$ cat src/rtl/div_arb_f32.sv
// Round-robin sequencer that shares one multi-cycle f32 divider among NREQ requesters.
// Each grant restarts the divider, waits for rdy or a timeout, then returns a tagged quotient.
module div_arb_f32 #(
    parameter int NREQ    = 4,
    parameter int IDW     = 2,
    parameter int TIMEOUT = 64
) (
    input  logic                 clk,
    input  logic                 rst,
    input  logic [NREQ-1:0]      req_valid,
    input  logic [NREQ*32-1:0]   req_num,
    input  logic [NREQ*32-1:0]   req_den,
    output logic [NREQ-1:0]      req_ready,
    output logic                 rsp_valid,
    output logic [IDW-1:0]       rsp_id,
    output logic [31:0]          rsp_quo,
    output logic                 rsp_err,
    output logic                 busy,
    output logic                 div_rst,
    output logic [31:0]          div_num,
    output logic [31:0]          div_den,
    input  logic                 div_rdy,
    input  logic [31:0]          div_quo
);

    localparam int CW = $clog2(TIMEOUT + 1);
    localparam logic [31:0] QNAN = 32'h7FC0_0000;

    typedef enum logic [1:0] {
        S_IDLE  = 2'd0,
        S_START = 2'd1,
        S_WAIT  = 2'd2,
        S_RESP  = 2'd3
    } state_t;

    state_t          state_q, state_d;
    logic [IDW-1:0]  ptr_q, ptr_d;
    logic [IDW-1:0]  id_q, id_d;
    logic [31:0]     num_q, num_d;
    logic [31:0]     den_q, den_d;
    logic [CW-1:0]   cnt_q, cnt_d;
    logic            rsp_valid_q, rsp_valid_d;
    logic [IDW-1:0]  rsp_id_q, rsp_id_d;
    logic [31:0]     rsp_quo_q, rsp_quo_d;
    logic            rsp_err_q, rsp_err_d;

    logic            found;
    logic [IDW-1:0]  win;
    logic [31:0]     sel_num;
    logic [31:0]     sel_den;

    // Rotating priority: first scan ptr..NREQ-1, then wrap to 0..ptr-1.
    always_comb begin
        found   = 1'b0;
        win     = '0;
        sel_num = '0;
        sel_den = '0;
        for (int i = 0; i < NREQ; i++) begin
            if (!found && req_valid[i] && (IDW'(i) >= ptr_q)) begin
                found   = 1'b1;
                win     = IDW'(i);
                sel_num = req_num[32*i +: 32];
                sel_den = req_den[32*i +: 32];
            end
        end
        for (int i = 0; i < NREQ; i++) begin
            if (!found && req_valid[i]) begin
                found   = 1'b1;
                win     = IDW'(i);
                sel_num = req_num[32*i +: 32];
                sel_den = req_den[32*i +: 32];
            end
        end
    end

    // Handshake: a transfer happens on the rising edge where req_valid[i] && req_ready[i];
    // ready is offered only in IDLE, to one valid requester, and never waits on anything else.
    always_comb begin
        req_ready = '0;
        if (state_q == S_IDLE && found) begin
            req_ready[win] = 1'b1;
        end
    end

    always_comb begin
        state_d     = state_q;
        ptr_d       = ptr_q;
        id_d        = id_q;
        num_d       = num_q;
        den_d       = den_q;
        cnt_d       = cnt_q;
        rsp_valid_d = 1'b0;
        rsp_id_d    = rsp_id_q;
        rsp_quo_d   = rsp_quo_q;
        rsp_err_d   = rsp_err_q;
        case (state_q)
            S_IDLE: begin
                if (found) begin
                    id_d    = win;
                    num_d   = sel_num;
                    den_d   = sel_den;
                    state_d = S_START;
                end
            end
            S_START: begin
                cnt_d   = '0;
                state_d = S_WAIT;
            end
            S_WAIT: begin
                cnt_d = cnt_q + CW'(1);
                // rdy in the first WAIT cycle may be stale from the previous operation.
                if (cnt_q != '0 && div_rdy) begin
                    rsp_valid_d = 1'b1;
                    rsp_id_d    = id_q;
                    rsp_quo_d   = div_quo;
                    rsp_err_d   = 1'b0;
                    state_d     = S_RESP;
                end else if (cnt_q == CW'(TIMEOUT - 1)) begin
                    rsp_valid_d = 1'b1;
                    rsp_id_d    = id_q;
                    rsp_quo_d   = QNAN;
                    rsp_err_d   = 1'b1;
                    state_d     = S_RESP;
                end
            end
            S_RESP: begin
                ptr_d   = (id_q == IDW'(NREQ - 1)) ? '0 : id_q + 1'b1;
                state_d = S_IDLE;
            end
            default: state_d = S_IDLE;
        endcase
    end

    always_ff @(posedge clk or posedge rst) begin
        if (rst) begin
            state_q     <= S_IDLE;
            ptr_q       <= '0;
            id_q        <= '0;
            num_q       <= '0;
            den_q       <= '0;
            cnt_q       <= '0;
            rsp_valid_q <= 1'b0;
            rsp_id_q    <= '0;
            rsp_quo_q   <= '0;
            rsp_err_q   <= 1'b0;
        end else begin
            state_q     <= state_d;
            ptr_q       <= ptr_d;
            id_q        <= id_d;
            num_q       <= num_d;
            den_q       <= den_d;
            cnt_q       <= cnt_d;
            rsp_valid_q <= rsp_valid_d;
            rsp_id_q    <= rsp_id_d;
            rsp_quo_q   <= rsp_quo_d;
            rsp_err_q   <= rsp_err_d;
        end
    end

    assign rsp_valid = rsp_valid_q;
    assign rsp_id    = rsp_id_q;
    assign rsp_quo   = rsp_quo_q;
    assign rsp_err   = rsp_err_q;
    assign busy      = (state_q != S_IDLE);
    assign div_rst   = rst | (state_q == S_START);
    assign div_num   = num_q;
    assign div_den   = den_q;

endmodule
$ cat config.mk
export PLATFORM = sky130hd
export DESIGN_NAME = div_arb_f32
export DESIGN_NICKNAME = d
export VERILOG_FILES = /design/src/rtl/div_arb_f32.sv
export SDC_FILE = /design/constraint.sdc
export NUM_CORES = 1
export LEC_CHECK = 0
export CAP_MARGIN = 40
export CORE_AREA = 2 2 157 159
export CTS_CLUSTER_DIAMETER = 80
export CTS_CLUSTER_SIZE = 40
export DETAILED_ROUTE_END_ITERATION = 10
export DIE_AREA = 0 0 159 161
export PLACE_DENSITY = 0.72
export REMOVE_ABC_BUFFERS = 1
export SLEW_MARGIN = 5
export SYNTH_ARGS = -nofsm -noshare
export SYNTH_HDL_FRONTEND = slang
export SYNTH_SLANG_ARGS = --single-unit
$ cat constraint.sdc
create_clock -name clk -period 7.9 [get_ports clk]
set_clock_uncertainty 0.05 [all_clocks]
set_input_delay 1.975 -clock clk [delete_from_list [all_inputs] [get_ports clk]]
set_output_delay 1.975 -clock clk [all_outputs]
set_load 0.005 [all_outputs]
==> results.tsv, run 1 <==
metric	value	unit
start_util	32.1	%
synth-simple-area-share	11.2	%
io_buffers	400	
r2r_slack	4440	ps
place_congestion	0.917	
crit_top_cell	clkdlybuf4s50_1	
grt_usage	27.8	%
fmax	152	MHz
die_h	161	µm
drt_iter0_drc	1356	
synthMuxAreaShare	0.682	%
yosysMostFrequentCell	dfrtp_1	
core	24000	µm²
synth_adder_area_share	1.14	%
place_hpwl	24100	µm
synth_area_leaders	dfrtp_1, a222oi_1, a32o_1, o221ai_1, o22ai_1	
antenna_found_initial	1	
slew_headroom	34.9	%
holdCritPathClass	reg2reg	
grt_pass1_vias	9468	
grt_max_degree	72	
p_per_area	329	nW/µm²
synth_edf_count	0	
synth_top_area_cell	dfrtp_1	
htreeDepth	4	
crit_path_end_kind	output port	
post_cts_buffers	0	
route.detailed.drc	0	
finalCritPeriodShare	83.0	%
tightest_slew	977	ps
cp_cell_sequence	clkdlybuf4s50_1 > nand2b_2 > a21oi_1 > nor2_4 > buf_4 > nor3b_1 > clkdlybuf4s50_1	
avgSynthCellArea	8.77	µm²
grt_pass1_wl	56600	µm
grt-ovfl-total	0	
synth_top_area_share	36.7	%
synth-seq-area-share	36.7	%
viasPerCell	6.44	
syn_area	7700	µm²
cts-buffers-inserted	17	
setup_tns	0	ps
path_class	in2out	
clockBufferDepth	2	
yosys_most_used_dff	dfrtp_1	
drive_gt1_share	6.49	%
hold_violations	0	
std_cell_rows	57	
ys_top_cells_by_count	dfrtp_1, clkbuf_1, nand2_1	
clkLatencyLatePin	410	ps
postSynthCellCount	878	
drv_cap	0	
vias	9929	
synth_top_family_by_area	compound AO/OA/AOI/OAI gates	
startpoint_type	primary input	
fin_hold_ws	443	ps
first_pass_iters	7	
die-area	25600	µm²
tritoncts	built	
cts_root_buf	clkbuf_16	
period_needed	6560	ps
routed_wl	37700	µm
vdd_drop_max	207	µV
maxSlewViolCount	0	
required	5880	ps
critPathMaxFanout	64	
yosys_register_bits	113	
die_w	159	µm
ant_nets	0	
synth_compound_gate_area_share	43.2	%
synth-async-reset-ratio	100	%
worst_slack	1340	ps
final_nets	1506	
synthXorXnorAreaFrac	0.114	%
rsz0062_at_grt	no	
slowest_stage	clkdlybuf4s50_1	
setup_violations	0	
cts_hold_buf	0	
yosys_warnings	0	
cpPeakStageDelay	710	ps
dpl_worst_slack	1470	ps
arrival	4530	ps
status	finished, final reports clean	
clkSinkCount	113	
pin_count	401	
cts_resized	0	
power_leakage	4.53	nW
clk_pin_slew_worst_paths	60	ps
area_delta_synth_final	62.9	%
wl_per_cell	24.5	µm
synthDistinctLibCells	50	
==> kinds of logic (layout without fill, tap and decap cells) <==
family	after synthesis	count (layout)
compound gates	441	441
flops	113	113
fa+ha+maj	7	7
buf+inv	129	468
mux	4	4
simple gates	183	183
xor+xnor	1	1
other cells	0	1
==> where the power goes <==
group	switching, mW	total (mW)	internal (mW)
Clock	0.328	0.835	0.508
Sequential	0.178	1.03	0.848
Combinational	1.13	2.26	1.13
Total	1.64	4.12	2.49
==> worst max-delay path: cells and delay by family <==
kind | cells | cell delay, ps
and+or+nand+nor | 3 | 500
buffers and inverters | 3 | 1650
AOI/OAI and AO/OA | 1 | 380
==> sequential cells by signal, summed over array words and instances, names as in the netlist <==
name	count
div_den	32
div_num	32
rsp_quo	32
cnt_q	7
id_q	2
ptr_q	2
rsp_id	2
state_q	2
rsp_err	1
rsp_valid	1
==> final cells by class <==
class                      instances  area (µm²)
clock buffer                      17         425
sequential                       113        2830
clock inverter                    15         195
fill                            2207       11400
tap                              324         405
timing repair buffer             423        4240
multi-input combinational        636        4400
inverter                          13        53.8
antenna                            1        2.50
==> through the flow <==
step	std cells	utilization [%]	cell area (µm²)	power, mW
after detailed placement	1509	49.8	11900	3.26
after CTS	1541	52.4	12500	4.12
after floorplan	762	-	7220	2.12
after global routing	1542	52.4	12500	4.34
final	1542	52.4	12500	4.12
after global placement	1505	49.4	11800	3.21
==> path summary, 6_finish.rpt <==
kind / from / endpoint / cells after the start
setup / recovery: req_valid[0] / req_ready[0] / 7
hold / removal: rsp_err$_DFFE_PP0P_ / rsp_err$_DFFE_PP0P_ / 1
setup reg to reg: ptr_q[1]$_DFFE_PP0N_ / div_den[0]$_DFFE_PP0P_ / 7
hold reg to reg: rsp_err$_DFFE_PP0P_ / rsp_err$_DFFE_PP0P_ / 1
max in group asynchronous: rst / div_den[21]$_DFFE_PP0P_ / 4
min in group asynchronous: rst / id_q[0]$_DFFE_PP0P_ / 2
==> routing by layer <==
layer	wire [µm]	track usage, %	vias up	part of all wire [%]
li1	-	-	4282	-
met1	14900	35.6	4828	40
met2	17900	45.1	725	47
met3	3550	6.34	94	9.4
met4	1360	12.4	0	3.6
met5	0	0	-	0
==> placed cells by master, fill, tap and decap left out, types with 11 or more instances in the layout <==
master           count
o21ai_1             57
a22o_1              23
a222oi_1            61
a32o_1              61
o21ai_0             13
clkdlybuf4s50_1    399
buf_4               19
o221ai_1            64
nand2_1             74
dfrtp_1            112
nand3_1             70
clkbuf_16           17
inv_1               11
o22ai_1             65
a21oi_1             69
Note: power is estimated with default switching activity, not from simulation.
==> run 2: changes to the inputs <==
Settings changed: CORE_AREA 2 2 157 159 to 2 2 158 160, DIE_AREA 0 0 159 161 to 0 0 160 162, PLACE_DENSITY 0.72 to 0.71.
Clock period 7.9 ns to 6.3 ns, I/O delays scaled along.
==> results.tsv, run 2 (same netlist as run 1, synthesis figures left out) <==
metric	value	unit
status	finished, final reports clean	
seq_area	2830	µm²
crit_path_end_kind	output port	
io_buffers	400	
hold_violations	0	
vdd_drop_max	215	µV
antenna_found_initial	1	
period_needed	5440	ps
place_hpwl	25100	µm
cts_hold_buf	0	
stdcell_count	1545	
dpl-instance-area	12000	µm²
area_delta_synth_final	63.2	%
cts-buffers-inserted	17	
first_pass_iters	7	
clockBufferDepth	2	
startpoint_type	primary input	
clkSinkCount	113	
routed_wl	38300	µm
tritoncts	built	
tightest_slew	973	ps
arrival	3810	ps
std_cell_rows	57	
htreeDepth	4	
maxSlewViolCount	0	
drive_gt1_share	6.80	%
place_congestion	0.867	
grt_pass1_wl	57300	µm
ant_nets	0	
grt_usage	28.1	%
cts_resized	0	
setup_violations	0	
finalCritPeriodShare	86.3	%
route.detailed.drc	0	
final_cell_area	12600	µm²
p_per_area	410	nW/µm²
die-area	25900	µm²
fmax	184	MHz
pin_count	401	
grt_max_degree	66	
drt_iter0_drc	1497	
clk_pin_slew_worst_paths	60	ps
path_class	in2out	
grt_pass1_vias	9769	
die_w	160	µm
holdCritPathClass	reg2reg	
clkLatencyLatePin	410	ps
post_cts_buffers	0	
rsz0062_at_grt	no	
grt-ovfl-total	0	
start_util	32.0	%
place_inst	1512	
critPathMaxFanout	7	
slew_headroom	35.2	%
core	24100	µm²
die_h	162	µm
viasPerCell	6.43	
power_leakage	4.52	nW
wl_per_cell	24.8	µm
vias	9932	
final_nets	1509	
multiInputGateArea	4400	µm²
required	4680	ps
layout_common_cells	clkdlybuf4s50_1, dfrtp_1, nand2_1, nand3_1, a21oi_1	
cts_root_buf	clkbuf_16	
drv_cap	0	
layout_commonest_cell	clkdlybuf4s50_1	
fill_cells	2269	
[run 2: cell types whose count changed in the layout (fill, tap and decap cells not counted), moves of 2 or more]
cell,change
buf_12,+2
bufinv_16,-2
clkinvlp_4,+3
buf_8,+2
[run 2: power breakdown]
part           switching, mW  total, mW  internal [mW]
Sequential             0.218       1.28           1.06
Combinational           1.44       2.91           1.47
Clock                  0.407      0.961          0.554
[run 2: metrics by stage]
stage          hold WS, ps  total power [mW]  setup TNS [ps]  setup slack (ps)  util (%)
5_1_grt                449              5.42               0               792      52.1
3_5_place_dp           429              4.15               0               917      49.7
6_report               438              5.15               0               862      52.1
4_1_cts                443              5.13               0               910      52.1
2_1_floorplan          423              2.65           -3370             -1100         -
3_3_place_gp           423              4.05               0               951      49.2
[run 2: path summary, 6_finish.rpt]
path                                            from                     end  slack (ps)  cells after the start
max in group asynchronous                        rst    ptr_q[1]$_DFFE_PP0N_        3640                      3
worst min-delay path             rsp_err$_DFFE_PP0P_     rsp_err$_DFFE_PP0P_         440                      1
worst max register to register  ptr_q[1]$_DFFE_PP0N_  div_den[1]$_DFFE_PP0P_        3080                      8
min in group asynchronous                        rst  rsp_quo[1]$_DFFE_PP0P_        1550                      2
worst max-delay path                    req_valid[3]            req_ready[2]         860                      6
worst min register to register   rsp_err$_DFFE_PP0P_     rsp_err$_DFFE_PP0P_         440                      1
[run 2: critical path: stages]
cell and delay (ps):
clkdlybuf4s50_1 610, nor3_2 330, and4_1 410, o21ai_0 220, nor2b_1 150, clkdlybuf4s50_1 510
[run 2: layer usage]
metal	vias to the layer above	part of all wire, %	GRT usage, %
li1	4295	-	-
met1	4845	39	35.9
met2	701	48	45.8
met3	91	9.8	6.56
met4	0	3.2	12.0
met5	-	0	0
[run 2: area by class of cell]
| type | instances | share of cell area [%] |
|---|---|---|
| clock inverters | 15 | 1.19 |
| diodes | 1 | 0.0199 |
| clock buffers | 17 | 3.38 |
| multi-input cells | 636 | 35.0 |
| repair buffers | 426 | 34.2 |
| inverters | 13 | 0.428 |
| well taps | 324 | 3.23 |
| flip-flops and latches | 113 | 22.5 |
